<file path="src/rtl/pipeline_ctrl_pkg.sv">
// Shared types and constants for the pipeline hazard/flush controller.
package pipeline_ctrl_pkg;

    typedef enum logic [1:0] {
        RUN    = 2'd0,
        DRAIN  = 2'd1,
        SWITCH = 2'd2
    } ctrl_state_t;

    localparam int unsigned PR_IF_ID   = 0;
    localparam int unsigned PR_ID_EX   = 1;
    localparam int unsigned MASK_MAX_W = 32;

    // Bubble mask covering every pipeline register younger than the branch stage.
    function automatic logic [MASK_MAX_W-1:0] flush_mask(input int unsigned bj_stage);
        logic [MASK_MAX_W-1:0] m;
        m = '0;
        for (int i = 0; i < MASK_MAX_W; i++) begin
            if (i < int'(bj_stage)) begin
                m[i] = 1'b1;
            end
        end
        return m;
    endfunction

endpackage

</file>
<file path="src/rtl/pipeline_control_unit_sat_counter.sv">
// Saturating up-counter with synchronous active-low reset.
module sat_counter #(
    parameter int unsigned WIDTH = 32
) (
    input  logic             CLK,
    input  logic             RESET,
    input  logic             INC,
    output logic [WIDTH-1:0] COUNT
);

    logic [WIDTH-1:0] count_q;
    logic [WIDTH-1:0] count_d;

    always_comb begin
        count_d = count_q;
        if (INC && (count_q != {WIDTH{1'b1}})) begin
            count_d = count_q + WIDTH'(1);
        end
    end

    always_ff @(posedge CLK) begin
        if (!RESET) begin
            count_q <= '0;
        end else begin
            count_q <= count_d;
        end
    end

    assign COUNT = count_q;

endmodule

</file>
<file path="src/rtl/pipeline_control_unit.sv">
// Hazard/flush controller: priority-resolved hold/bubble controls, cache-switch
// drain sequencing and saturating stall/flush performance counters.
module pipeline_control_unit
    import pipeline_ctrl_pkg::*;
#(
    parameter int unsigned NUM_STAGES   = 5,
    parameter int unsigned BJ_STAGE     = 2,
    parameter int unsigned DRAIN_CYCLES = NUM_STAGES - 1,
    parameter int unsigned CNT_WIDTH    = 32
) (
    input  logic                  CLK,
    input  logic                  RESET,
    input  logic                  HAZARD_DETECT,
    input  logic                  BJ_MUX_SELECT,
    input  logic                  IMEM_BUSY,
    input  logic                  DMEM_BUSY,
    input  logic                  SWITCH_REQ,
    input  logic                  SWITCH_DONE,
    output logic                  HOLD_PC,
    output logic [NUM_STAGES-2:0] HOLD_PR,
    output logic [NUM_STAGES-2:0] RESET_PR,
    output logic                  SWITCH_ACK,
    output logic [CNT_WIDTH-1:0]  STALL_COUNT,
    output logic [CNT_WIDTH-1:0]  FLUSH_COUNT
);

    localparam int unsigned PR_W = NUM_STAGES - 1;
    localparam int unsigned DC_W = $clog2(DRAIN_CYCLES + 1);
    localparam logic [PR_W-1:0] FLUSH_MASK = PR_W'(flush_mask(BJ_STAGE));

    ctrl_state_t     state_q;
    ctrl_state_t     state_d;
    logic [DC_W-1:0] drain_q;
    logic [DC_W-1:0] drain_d;

    logic            rule_freeze;
    logic            rule_flush;
    logic            rule_hazard;
    logic            rule_fetch;
    logic            bubble_c;
    logic            hold_pc_c;
    logic [PR_W-1:0] hold_pr_c;
    logic [PR_W-1:0] reset_pr_c;
    logic            switch_ack_c;

    assign rule_freeze = DMEM_BUSY;
    assign rule_flush  = !DMEM_BUSY && BJ_MUX_SELECT;
    assign rule_hazard = !DMEM_BUSY && !BJ_MUX_SELECT && HAZARD_DETECT;
    assign rule_fetch  = !DMEM_BUSY && !BJ_MUX_SELECT && !HAZARD_DETECT && IMEM_BUSY;

    always_ff @(posedge CLK) begin
        if (!RESET) begin
            state_q <= RUN;
            drain_q <= '0;
        end else begin
            state_q <= state_d;
            drain_q <= drain_d;
        end
    end

    always_comb begin
        hold_pc_c    = 1'b0;
        hold_pr_c    = '0;
        reset_pr_c   = '0;
        switch_ack_c = 1'b0;
        bubble_c     = 1'b0;
        state_d      = state_q;
        drain_d      = drain_q;

        // Base priority rules shared by every state.
        if (rule_freeze) begin
            hold_pc_c = 1'b1;
            hold_pr_c = '1;
        end else if (rule_flush) begin
            reset_pr_c = FLUSH_MASK;
        end else if (rule_hazard) begin
            hold_pc_c            = 1'b1;
            hold_pr_c[PR_IF_ID]  = 1'b1;
            reset_pr_c[PR_ID_EX] = 1'b1;
        end else if (rule_fetch) begin
            hold_pc_c            = 1'b1;
            reset_pr_c[PR_IF_ID] = 1'b1;
        end

        case (state_q)
            RUN: begin
                if (SWITCH_REQ) begin
                    state_d = DRAIN;
                    drain_d = DC_W'(DRAIN_CYCLES);
                end
            end
            DRAIN: begin
                // Stop fetching and keep injecting bubbles until older work retires.
                if (!rule_flush) begin
                    hold_pc_c = 1'b1;
                end
                if (!(rule_freeze || rule_hazard)) begin
                    reset_pr_c[PR_IF_ID] = 1'b1;
                end
                bubble_c = reset_pr_c[PR_IF_ID] && !DMEM_BUSY;
                if (bubble_c) begin
                    drain_d = drain_q - DC_W'(1);
                    if (drain_q == DC_W'(1)) begin
                        state_d = SWITCH;
                    end
                end
            end
            SWITCH: begin
                // Front end stays empty; older stages still obey the base rules.
                hold_pc_c            = 1'b1;
                hold_pr_c[PR_IF_ID]  = 1'b0;
                reset_pr_c[PR_IF_ID] = 1'b1;
                switch_ack_c         = 1'b1;
                if (SWITCH_DONE) begin
                    state_d = RUN;
                end
            end
            default: begin
                state_d = RUN;
                drain_d = '0;
            end
        endcase

        if (!RESET) begin
            hold_pc_c    = 1'b0;
            hold_pr_c    = '0;
            reset_pr_c   = '1;
            switch_ack_c = 1'b0;
        end
    end

    assign HOLD_PC    = hold_pc_c;
    assign HOLD_PR    = hold_pr_c;
    assign RESET_PR   = reset_pr_c;
    assign SWITCH_ACK = switch_ack_c;

    sat_counter #(
        .WIDTH (CNT_WIDTH)
    ) u_stall_cnt (
        .CLK   (CLK),
        .RESET (RESET),
        .INC   (hold_pc_c),
        .COUNT (STALL_COUNT)
    );

    sat_counter #(
        .WIDTH (CNT_WIDTH)
    ) u_flush_cnt (
        .CLK   (CLK),
        .RESET (RESET),
        .INC   (rule_flush),
        .COUNT (FLUSH_COUNT)
    );

endmodule

</file>
<file path="config.mk">
export PLATFORM = sky130hd
export DESIGN_NAME = pipeline_control_unit
export DESIGN_NICKNAME = d
export VERILOG_FILES = /design/src/rtl/pipeline_ctrl_pkg.sv /design/src/rtl/pipeline_control_unit_sat_counter.sv /design/src/rtl/pipeline_control_unit.sv
export SDC_FILE = /design/constraint.sdc
export NUM_CORES = 1
export LEC_CHECK = 0
export ABC_CLOCK_PERIOD_IN_PS = 2180
export BUFFER_PORTS_ARGS = -buffer_cell sky130_fd_sc_hd__buf_2
export CORE_MARGIN = 4
export CORE_UTILIZATION = 25
export CTS_CLUSTER_SIZE = 24
export DETAILED_ROUTE_END_ITERATION = 8
export PLACE_DENSITY = 0.47
export REMOVE_ABC_BUFFERS = 1
export SLEW_MARGIN = 15
export SYNTH_ARGS = -nofsm -noshare
export SYNTH_HDL_FRONTEND = slang
export SYNTH_SLANG_ARGS = --single-unit
</file>
<file path="constraint.sdc">
create_clock -name CLK -period 2.18 [get_ports CLK]
set_clock_uncertainty 0.1 [all_clocks]
set_input_delay 0.654 -clock CLK [delete_from_list [all_inputs] [get_ports CLK]]
set_output_delay 0.654 -clock CLK [all_outputs]
set_load 0.02 [all_outputs]
</file>
==> flow_metrics.env, run 1 <==
export IMPL_grt_util_met3_pct=4.97
export IMPL_power_frac_comb_pct=25.4
export IMPL_min_to="drain_q[0]$_SDFFE_PN0P_"
export IMPL_dieArea_um2=17200
export IMPL_worstPathArrival_ns=1.57
export IMPL_grt_pass1_vias=3822
export IMPL_async_reset_ff_share_pct=0
export IMPL_failed_checks="setup timing"
export IMPL_seq_area_frac_synth_pct=36.4
export IMPL_portBuffers=81
export IMPL_ys_types=57
export IMPL_rsz0062_at_grt="yes"
export IMPL_synth_edf_count=0
export IMPL_grt_max_degree=32
export IMPL_vias=4012
export IMPL_worstMarginPinSlew_ns=0.422
export IMPL_clock_latency_ns=0.34
export IMPL_clock_sinks=69
export IMPL_syn_cell_area_um2=3790
export IMPL_status="finished, violations left"
export IMPL_reg2reg_slack_ns=0.05
export IMPL_path_max_fanout=3
export IMPL_peakVddDrop_mv=0.417
export IMPL_power_density_nw_per_um2=652
export IMPL_placed_area_um2=4900
export IMPL_synth_main_ff_cell="dfxtp_1"
export IMPL_coreArea_um2=14700
export IMPL_first_iter_violations=214
export IMPL_cts_made_buffers=9
export IMPL_grt_total_usage_pct=13.4
export IMPL_fin_ws_ns=-0.145
export IMPL_p_switching_mw=1.03
export IMPL_place_gp_congestion=0.824
export IMPL_maxCapViolations=0
export IMPL_clockRootBuffer="clkbuf_16"
export IMPL_cts_htree_levels=3
export IMPL_fillers=1491
export IMPL_die_x_um=131
export IMPL_firstDrtPassIters=6
export IMPL_synth_seq_cells=69
export IMPL_fin_tns_setup_ns=-0.388
export IMPL_hold_buffers=0
export IMPL_pre_cts_ws_ns=-0.317
export IMPL_slew_viol_final=0
export IMPL_reg2reg_depth=9
export IMPL_finish_utilization_pct=37.4
export IMPL_r2r_start="state_q[1]$_SDFFE_PN0P_"
export IMPL_internal_power_mw=2.56
export IMPL_grt_busiest_layer="met2"
export IMPL_antenna_cells=0
export IMPL_setup_worst_path_class="register to output port"
export IMPL_period_share_pct=107
export IMPL_sw_frac_of_total_pct=28.7
export IMPL_groute_layer_met1_usage_pct=16.8
export IMPL_clock_path_buffers=2
export IMPL_wire_per_inst_um=14.4
export IMPL_r2r_end="u_stall_cnt.COUNT[20]$_SDFFE_PN0P_"
export IMPL_worstHoldStart="drain_q[0]$_SDFFE_PN0P_"
export IMPL_worst_hold_path_type="register to register"
export IMPL_initial_core_util_pct=25.8
export IMPL_rows=44
export IMPL_grt_pass1_wl_um=19000
export IMPL_drive_above_1_share_pct=37.4
export IMPL_cp_end_kind="output port"
export IMPL_seqPwrFrac_pct=37.4
export IMPL_period_needed_ns=2.33
export IMPL_netlist_instances=458
export IMPL_drcViolationCount=0
export IMPL_mostFrequentLayoutCells="buf_2 (78), buf_4 (78), dfxtp_1 (65), a21oi_1 (41), nand2_1 (39)"
export IMPL_cp_required_ns=1.43
export IMPL_relSlewSlack_pct=71.7
export IMPL_design_area_um2=5500
export IMPL_cts_tree="done"
export IMPL_clkTransAtPathRegs_ns=0.05
export IMPL_totalWireLength_um=11600
export IMPL_setup_violations=4
export IMPL_timing_fmax_mhz=430
export IMPL_antenna_found_initial=0
export IMPL_hold_ws_ns=0.382
export IMPL_nNetsFinal=629
export IMPL_hpwl_um=8440
export IMPL_ys_warn_count=0
export IMPL_holdPathStages=2
export IMPL_leakage_nw=2.12
export IMPL_die_h_um=131
export IMPL_grt_overflow=0
export IMPL_vias_per_cell=5.00
export IMPL_area_delta_synth_final_pct=45.1
export IMPL_start_kind="register"
export IMPL_power_frac_clock_pct=37.2
export IMPL_ioPinCount=82
export IMPL_synth_avg_cell_area_um2=8.27
export IMPL_grt_use_met2_pct=21.6
export IMPL_hold_violations=0
export IMPL_ant_nets=0
-- sequential cells by signal, indices dropped and copies added, names as in the netlist --
register,cells
drain_q,3
u_flush_cnt.COUNT,32
state_q,2
u_stall_cnt.COUNT,32
-- cells by family (layout without fill, tap and decap cells) --
group | Yosys count | in the layout | share of synthesized area, %
AO/OA/AOI/OAI | 112 | 112 | 18.6
XOR/XNOR | 2 | 2 | 0.462
adder cells (fa/ha/maj) | 7 | 7 | 2.31
buffers and inverters | 43 | 203 | 5.41
flip-flops | 69 | 69 | 36.4
multiplexers | 19 | 19 | 5.02
AND/OR/NAND/NOR | 206 | 206 | 31.8
-- Yosys cell counts, types with 3 or more instances --
| library cell | number | area share (%) |
|---|---|---|
| o21ai_0 | 10 | 1.3 |
| dfxtp_1 | 69 | 36 |
| buf_6 | 3 | 0.89 |
| nor2_1 | 14 | 1.4 |
| nor3_1 | 6 | 0.79 |
| nor4_1 | 13 | 2.1 |
| o21a_1 | 4 | 0.79 |
| or3_1 | 22 | 3.6 |
| and2_1 | 4 | 0.66 |
| buf_2 | 5 | 0.66 |
| nor2b_1 | 3 | 0.50 |
| and4_1 | 6 | 1.4 |
| buf_4 | 4 | 0.79 |
| ha_1 | 7 | 2.3 |
| and3_1 | 5 | 0.83 |
| mux2i_1 | 19 | 5.0 |
| o31ai_1 | 16 | 3.2 |
| inv_1 | 17 | 1.7 |
| clkbuf_1 | 13 | 1.3 |
| o31a_1 | 4 | 0.92 |
| a21oi_1 | 43 | 5.7 |
| nand2_1 | 41 | 4.1 |
| nand4_1 | 13 | 2.1 |
| nand3_1 | 33 | 4.4 |
| or4_1 | 15 | 3.0 |
| nand2b_1 | 12 | 2.0 |
| o21ai_1 | 20 | 2.6 |
-- per-layer routing --
layer / routed length, µm / vias up / share of wire, %
li1: - / 2039 / -
met1: 5280 / 1858 / 46
met2: 5490 / 102 / 47
met3: 691 / 13 / 6.0
met4: 125 / 0 / 1.1
met5: 0 / - / 0
-- per-stage QoR --
stage	cells	power (mW)
2_1_floorplan	433	1.76
3_3_place_gp	775	2.04
3_5_place_dp	775	2.05
4_1_cts	794	3.58
5_1_grt	802	3.79
6_report	802	3.59
-- worst max-delay path: stages, from the launching register on --
cell and delay [ns]:
dfxtp_2 0.33, inv_2 0.05, buf_6 0.11, ha_4 0.16
a21o_1 0.15, a221o_1 0.30, buf_6 0.14
-- final cells by class --
type | count | area, µm² | area share, %
clock buffers | 13 | 250 | 4.55
clock inverters | 2 | 10.0 | 0.182
multi-input cells | 346 | 2380 | 43.3
flip-flops and latches | 69 | 1390 | 25.2
inverters | 18 | 67.6 | 1.23
repair buffers | 170 | 1170 | 21.3
well taps | 184 | 230 | 4.19
-- worst max path at each step --
stage                     cells past startpoint                                 end  slack (ns)                     from
after floorplan                               4                             HOLD_PC       -0.46                    RESET
after global placement                        8  u_stall_cnt.COUNT[10]$_SDFFE_PN0P_       -0.26            BJ_MUX_SELECT
after CTS                                     7                             HOLD_PC       -0.17  state_q[1]$_SDFFE_PN0P_
after global routing                          6                         RESET_PR[0]       -0.22  state_q[0]$_SDFFE_PN0P_
after detailed placement                      8   u_stall_cnt.COUNT[8]$_SDFFE_PN0P_       -0.32            BJ_MUX_SELECT
final                                         6                         RESET_PR[0]       -0.15  state_q[0]$_SDFFE_PN0P_
-- timing repair --
action / CTS / global route
gates cloned: 0 / 2
buffers inserted: 4 / 6
pin swaps: 5 / 6
setup endpoints to repair: 30 / 23
gates resized for setup: 26 / 31
-- power by group through the flow --
stage	Clock (mW)	Sequential [mW]	Combinational, mW
final	1.33	1.34	0.912
after detailed placement	0	1.36	0.687
after global routing	1.44	1.35	1.01
after CTS	1.38	1.34	0.848
after floorplan	0	1.40	0.360
after global placement	0	1.36	0.679
No activity file was read; power rests on OpenSTA's default activity.
==> run 2: changes to the inputs <==
- ABC_CLOCK_PERIOD_IN_PS: 2180 -> 2680
- PLACE_DENSITY: 0.47 -> 0.46
- SLEW_MARGIN: 15 -> 20
- clock period: 2.18 -> 2.68 ns (I/O delays scaled with it)
==> flow_metrics.env, run 2 (same netlist as run 1, synthesis figures left out) <==
export IMPL_fin_tns_setup_ns=0
export IMPL_drive_above_1_share_pct=25.4
export IMPL_grt_max_degree=32
export IMPL_die_x_um=131
export IMPL_hold_violations=0
export IMPL_worstHoldStart="u_stall_cnt.COUNT[27]$_SDFFE_PN0P_"
export IMPL_groute_layer_met1_usage_pct=16.1
export IMPL_timing_fmax_mhz=386
export IMPL_grt_pass1_wl_um=18000
export IMPL_clock_latency_ns=0.34
export IMPL_die_h_um=131
export IMPL_dp_cells=718
export IMPL_relSlewSlack_pct=63.2
export IMPL_start_kind="input port"
export IMPL_peakVddDrop_mv=0.295
export IMPL_setup_worst_path_class="input port to output port"
export IMPL_grt_total_usage_pct=12.7
export IMPL_grt_util_met3_pct=3.90
export IMPL_cts_htree_levels=3
export IMPL_clockRootBuffer="clkbuf_16"
export IMPL_fin_ws_ns=0.0890
export IMPL_cp_num_buf_inv=3
export IMPL_path_max_fanout=5
export IMPL_period_share_pct=96.7
export IMPL_reg2reg_depth=9
export IMPL_finish_utilization_pct=32.7
export IMPL_cp_common_cell="buf_2"
export IMPL_status="completed"
export IMPL_grt_pass1_vias=3561
export IMPL_power_density_nw_per_um2=616
export IMPL_power_total_mw=2.96
export IMPL_crit_chain="buf_2 > inv_1 > a21oi_1 > a21o_1 > a221o_1 > buf_2"
export IMPL_grt_use_met2_pct=20.6
export IMPL_place_gp_congestion=0.733
export IMPL_design_area_um2=4800
export IMPL_nNetsFinal=561
export IMPL_hold_buffers=0
export IMPL_mostFrequentLayoutCells="buf_2 (80), dfxtp_1 (68), a21oi_1 (43), nand2_1 (40), nand3_1 (33)"
export IMPL_totalWireLength_um=11100
export IMPL_cp_slowest_stage_delay_ns=0.28
export IMPL_cts_tree="done"
export IMPL_leakage_nw=1.75
export IMPL_r2r_end="u_stall_cnt.COUNT[10]$_SDFFE_PN0P_"
export IMPL_clkTransAtPathRegs_ns=0.06
export IMPL_grt_busiest_layer="met2"
export IMPL_grt_overflow=0
export IMPL_dieArea_um2=17200
export IMPL_holdPathStages=2
export IMPL_initial_core_util_pct=25.8
export IMPL_crit_family="compound AO/OA/AOI/OAI gates"
export IMPL_drcViolationCount=0
export IMPL_slowest_stage="a221o_1"
export IMPL_antenna_found_initial=0
export IMPL_cp_end_kind="output port"
export IMPL_ant_nets=0
export IMPL_first_iter_violations=225
export IMPL_rows=44
export IMPL_rsz0062_at_grt="no"
export IMPL_placed_area_um2=4440
export IMPL_r2r_start="state_q[1]$_SDFFE_PN0P_"
export IMPL_worstMarginPinSlew_ns=0.538
export IMPL_pre_cts_ws_ns=0.0782
export IMPL_hold_ws_ns=0.379
export IMPL_vias_per_cell=5.20
export IMPL_vias=3823
export IMPL_firstDrtPassIters=4
export IMPL_clock_path_buffers=2
export IMPL_reg2reg_slack_ns=0.39
export IMPL_area_delta_synth_final_pct=26.6
export IMPL_period_needed_ns=2.59
export IMPL_hpwl_um=7980
export IMPL_portBuffers=81
export IMPL_antenna_cells=0
export IMPL_maxCapViolations=0
export IMPL_clock_sinks=69
export IMPL_fillers=1563
export IMPL_coreArea_um2=14700
export IMPL_cp_required_ns=1.78
export IMPL_worstPathArrival_ns=1.69
export IMPL_cts_made_buffers=9
export IMPL_ioPinCount=82
export IMPL_wire_per_inst_um=15.1
export IMPL_setup_violations=0
export IMPL_final_common_cell="buf_2"
export IMPL_slew_viol_final=0
export IMPL_layoutNonFillerInstCount=735
export IMPL_min_to="u_stall_cnt.COUNT[27]$_SDFFE_PN0P_"
export IMPL_worst_hold_path_type="register to register"
[run 2: power breakdown]
part	leakage (nW)	switching (mW)	internal, mW
registers	0.557	0.0423	1.07
clock network	0.163	0.460	0.863
logic	1.03	0.302	0.221
[run 2: worst register-to-register path, stage by stage, from the launching register on]
cell       delay [ns]
dfxtp_1          0.36
inv_1            0.09
ha_4             0.28
nor2_1           0.05
o21ai_1          0.19
nand2_2          0.11
buf_4            0.14
buf_4            0.16
a2111oi_0        0.49
mux2i_1          0.25
[run 2: final cells by class]
class / instances / area, µm² / area share, %
timing repair buffer: 102 / 566 / 11.8
sequential: 69 / 1380 / 28.8
clock inverter: 4 / 70.1 / 1.46
inverter: 18 / 67.6 / 1.41
clock buffer: 12 / 256 / 5.34
tap: 184 / 230 / 4.80
multi-input combinational: 346 / 2230 / 46.4
[run 2: what timing repair did]
action | CTS | global route
resized for setup | 4 | 3
gates cloned | 0 | 0
buffers inserted | 1 | 0
endpoints found under the setup margin | 1 | 2
pin swaps | 1 | 1
[run 2: worst max path at each step]
stage	from	to	cells after the start
3_3_place_gp	BJ_MUX_SELECT	HOLD_PC	6
4_1_cts	state_q[0]$_SDFFE_PN0P_	HOLD_PC	7
5_1_grt	state_q[1]$_SDFFE_PN0P_	HOLD_PC	7
3_5_place_dp	BJ_MUX_SELECT	HOLD_PC	6
2_1_floorplan	RESET	HOLD_PC	4
6_report	BJ_MUX_SELECT	RESET_PR[0]	6
[run 2: metal layers]
layer  share of wire, %  vias up  wire, µm
met5                  0        -         0
met2                 45      116      4960
li1                   -     1903         -
met3                6.4       18       717
met4                1.9        0       211
met1                 47     1786      5230
==> run 3: changes to the inputs <==
- CORE_MARGIN: 4 -> 2
==> flow_metrics.env, run 3 (same netlist as run 1, synthesis figures left out) <==
export IMPL_status="completed"
export IMPL_drcViolationCount=0
export IMPL_cts_made_buffers=9
export IMPL_grt_max_degree=39
export IMPL_worstMarginPinSlew_ns=0.585
export IMPL_die_h_um=127
export IMPL_crit_chain="inv_2 > ha_4 > nor2b_1 > o22ai_2 > buf_4 > buf_4 > buf_4 > buf_4 > buf_4 > buf_4 > nand3_2 > buf_6 > or4_1 > a21oi_1"
export IMPL_vias=3848
export IMPL_die_x_um=127
export IMPL_grt_total_usage_pct=14.0
export IMPL_grt_pass1_wl_um=18100
export IMPL_cp_required_ns=2.85
export IMPL_start_kind="register"
export IMPL_maxCapViolations=0
export IMPL_hold_violations=0
export IMPL_cp_end_kind="register"
export IMPL_power_density_nw_per_um2=575
export IMPL_wl_met3_um=681
export IMPL_reg2reg_slack_ns=0.08
export IMPL_nNetsFinal=572
export IMPL_grt_overflow=0
export IMPL_path_max_fanout=7
export IMPL_ioPinCount=82
export IMPL_holdPathStages=2
export IMPL_cts_tree="done"
export IMPL_slowest_stage="or4_1"
export IMPL_design_area_um2=4870
export IMPL_period_share_pct=97.1
export IMPL_drive_above_1_share_pct=28.3
export IMPL_peakVddDrop_mv=0.286
export IMPL_seq_area_um2=1380
export IMPL_mostFrequentLayoutCells="buf_2 (82), dfxtp_1 (67), a21oi_1 (41), nand2_1 (41), nand3_1 (31)"
export IMPL_first_iter_violations=164
export IMPL_worstHoldStart="u_stall_cnt.COUNT[27]$_SDFFE_PN0P_"
export IMPL_met1Wirelength_um=5240
export IMPL_ant_nets=0
export IMPL_hold_buffers=0
export IMPL_wl_met2_um=5240
export IMPL_hold_ws_ns=0.383
export IMPL_place_gp_congestion=0.766
export IMPL_worstPathArrival_ns=2.78
export IMPL_slew_viol_final=0
export IMPL_worst_hold_path_type="register to register"
export IMPL_finish_utilization_pct=32.4
export IMPL_grt_pass1_vias=3561
export IMPL_dieArea_um2=16200
export IMPL_setup_violations=0
export IMPL_area_delta_synth_final_pct=28.4
export IMPL_clkTransAtPathRegs_ns=0.06
export IMPL_leakage_nw=1.77
export IMPL_placed_area_um2=4470
export IMPL_setup_worst_path_class="register to register"
export IMPL_portBuffers=81
export IMPL_cts_htree_levels=3
export IMPL_reg2reg_depth=14
export IMPL_fillers=1588
export IMPL_min_to="u_stall_cnt.COUNT[27]$_SDFFE_PN0P_"
export IMPL_coreArea_um2=15000
export IMPL_multi_input_area_um2=2270
export IMPL_highest_layer="met4"
export IMPL_totalWireLength_um=11300
export IMPL_period_needed_ns=2.60
export IMPL_r2r_start="state_q[0]$_SDFFE_PN0P_"
export IMPL_firstDrtPassIters=4
export IMPL_clock_sinks=69
export IMPL_clockRootBuffer="clkbuf_16"
export IMPL_wire_per_inst_um=15.1
export IMPL_final_common_cell="buf_2"
export IMPL_vias_per_cell=5.14
export IMPL_rows=45
export IMPL_clock_latency_ns=0.34
export IMPL_crit_family="buffers and inverters"
export IMPL_cp_num_buf_inv=8
export IMPL_antenna_found_initial=0
export IMPL_clock_path_buffers=2
export IMPL_initial_core_util_pct=25.2
export IMPL_antenna_cells=0
export IMPL_cp_common_cell="buf_4"
export IMPL_cp_slowest_stage_delay_ns=0.50
export IMPL_timing_fmax_mhz=384
export IMPL_r2r_end="u_stall_cnt.COUNT[19]$_SDFFE_PN0P_"
export IMPL_relSlewSlack_pct=60.0
export IMPL_hpwl_um=7820
run 3: changes by cell type in the layout (fill, tap and decap cells not counted), sizes merged:
cell and change:
buf +11, clkbuf +1, bufinv -2
run 3: area by class of cell:
type                            instances  share of cell area, %
Timing Repair Buffer                  113                   13.4
Multi-Input combinational cell        346                   46.6
Tap cell                              188                   4.83
Sequential cell                        69                   28.4
Clock buffer                           13                   5.14
Clock inverter                          2                  0.206
Inverter                               18                   1.39
run 3: worst max-delay path by stage:
stage / cells past startpoint / slack (ns) / to / from
2_1_floorplan: 4 / -0.26 / HOLD_PC / RESET
3_3_place_gp: 6 / 0.1 / RESET_PR[0] / BJ_MUX_SELECT
3_5_place_dp: 6 / 0.09 / HOLD_PC / BJ_MUX_SELECT
4_1_cts: 14 / 0.02 / u_stall_cnt.COUNT[14]$_SDFFE_PN0P_ / state_q[1]$_SDFFE_PN0P_
5_1_grt: 14 / -0.03 / u_stall_cnt.COUNT[19]$_SDFFE_PN0P_ / state_q[0]$_SDFFE_PN0P_
6_report: 14 / 0.08 / u_stall_cnt.COUNT[19]$_SDFFE_PN0P_ / state_q[0]$_SDFFE_PN0P_
run 3: worst register-to-register path, cell delays in order (launching register included):
cell	delay (ns)
dfxtp_2	0.35
inv_2	0.06
ha_4	0.24
nor2b_1	0.13
o22ai_2	0.17
buf_4	0.13
buf_4	0.09
buf_4	0.09
buf_4	0.09
buf_4	0.08
buf_4	0.11
nand3_2	0.09
buf_6	0.16
or4_1	0.50
a21oi_1	0.14
run 3: power by group:
group	total, mW	switching (mW)	internal, mW
registers	1.11	0.0437	1.07
logic	0.587	0.317	0.269
clock network	1.10	0.452	0.645
total	2.80	0.814	1.98
run 3: metal layers:
| layer | GRT usage [%] | up-vias |
|---|---|---|
| li1 | - | 1914 |
| met1 | 17.9 | 1831 |
| met2 | 22.6 | 94 |
| met3 | 4.98 | 9 |
| met4 | 3.17 | 0 |
| met5 | 0 | - |
run 3: repair_timing:
action	CTS	global route
resized for setup	5	15
pin swaps	1	2
endpoints found under the hold margin	0	0
setup endpoints to repair	1	21
setup buffers	5	2
cloned	0	2
run 3: per-stage QoR:
stage	cells	total power, mW	setup WS (ns)	TNS (ns)
final	749	2.80	0.0776	0
after floorplan	433	1.43	-0.255	-0.255
after detailed placement	725	1.61	0.0856	0
after global routing	749	2.94	-0.0269	-0.0448
after global placement	725	1.59	0.0964	0
after CTS	745	2.81	0.0182	0
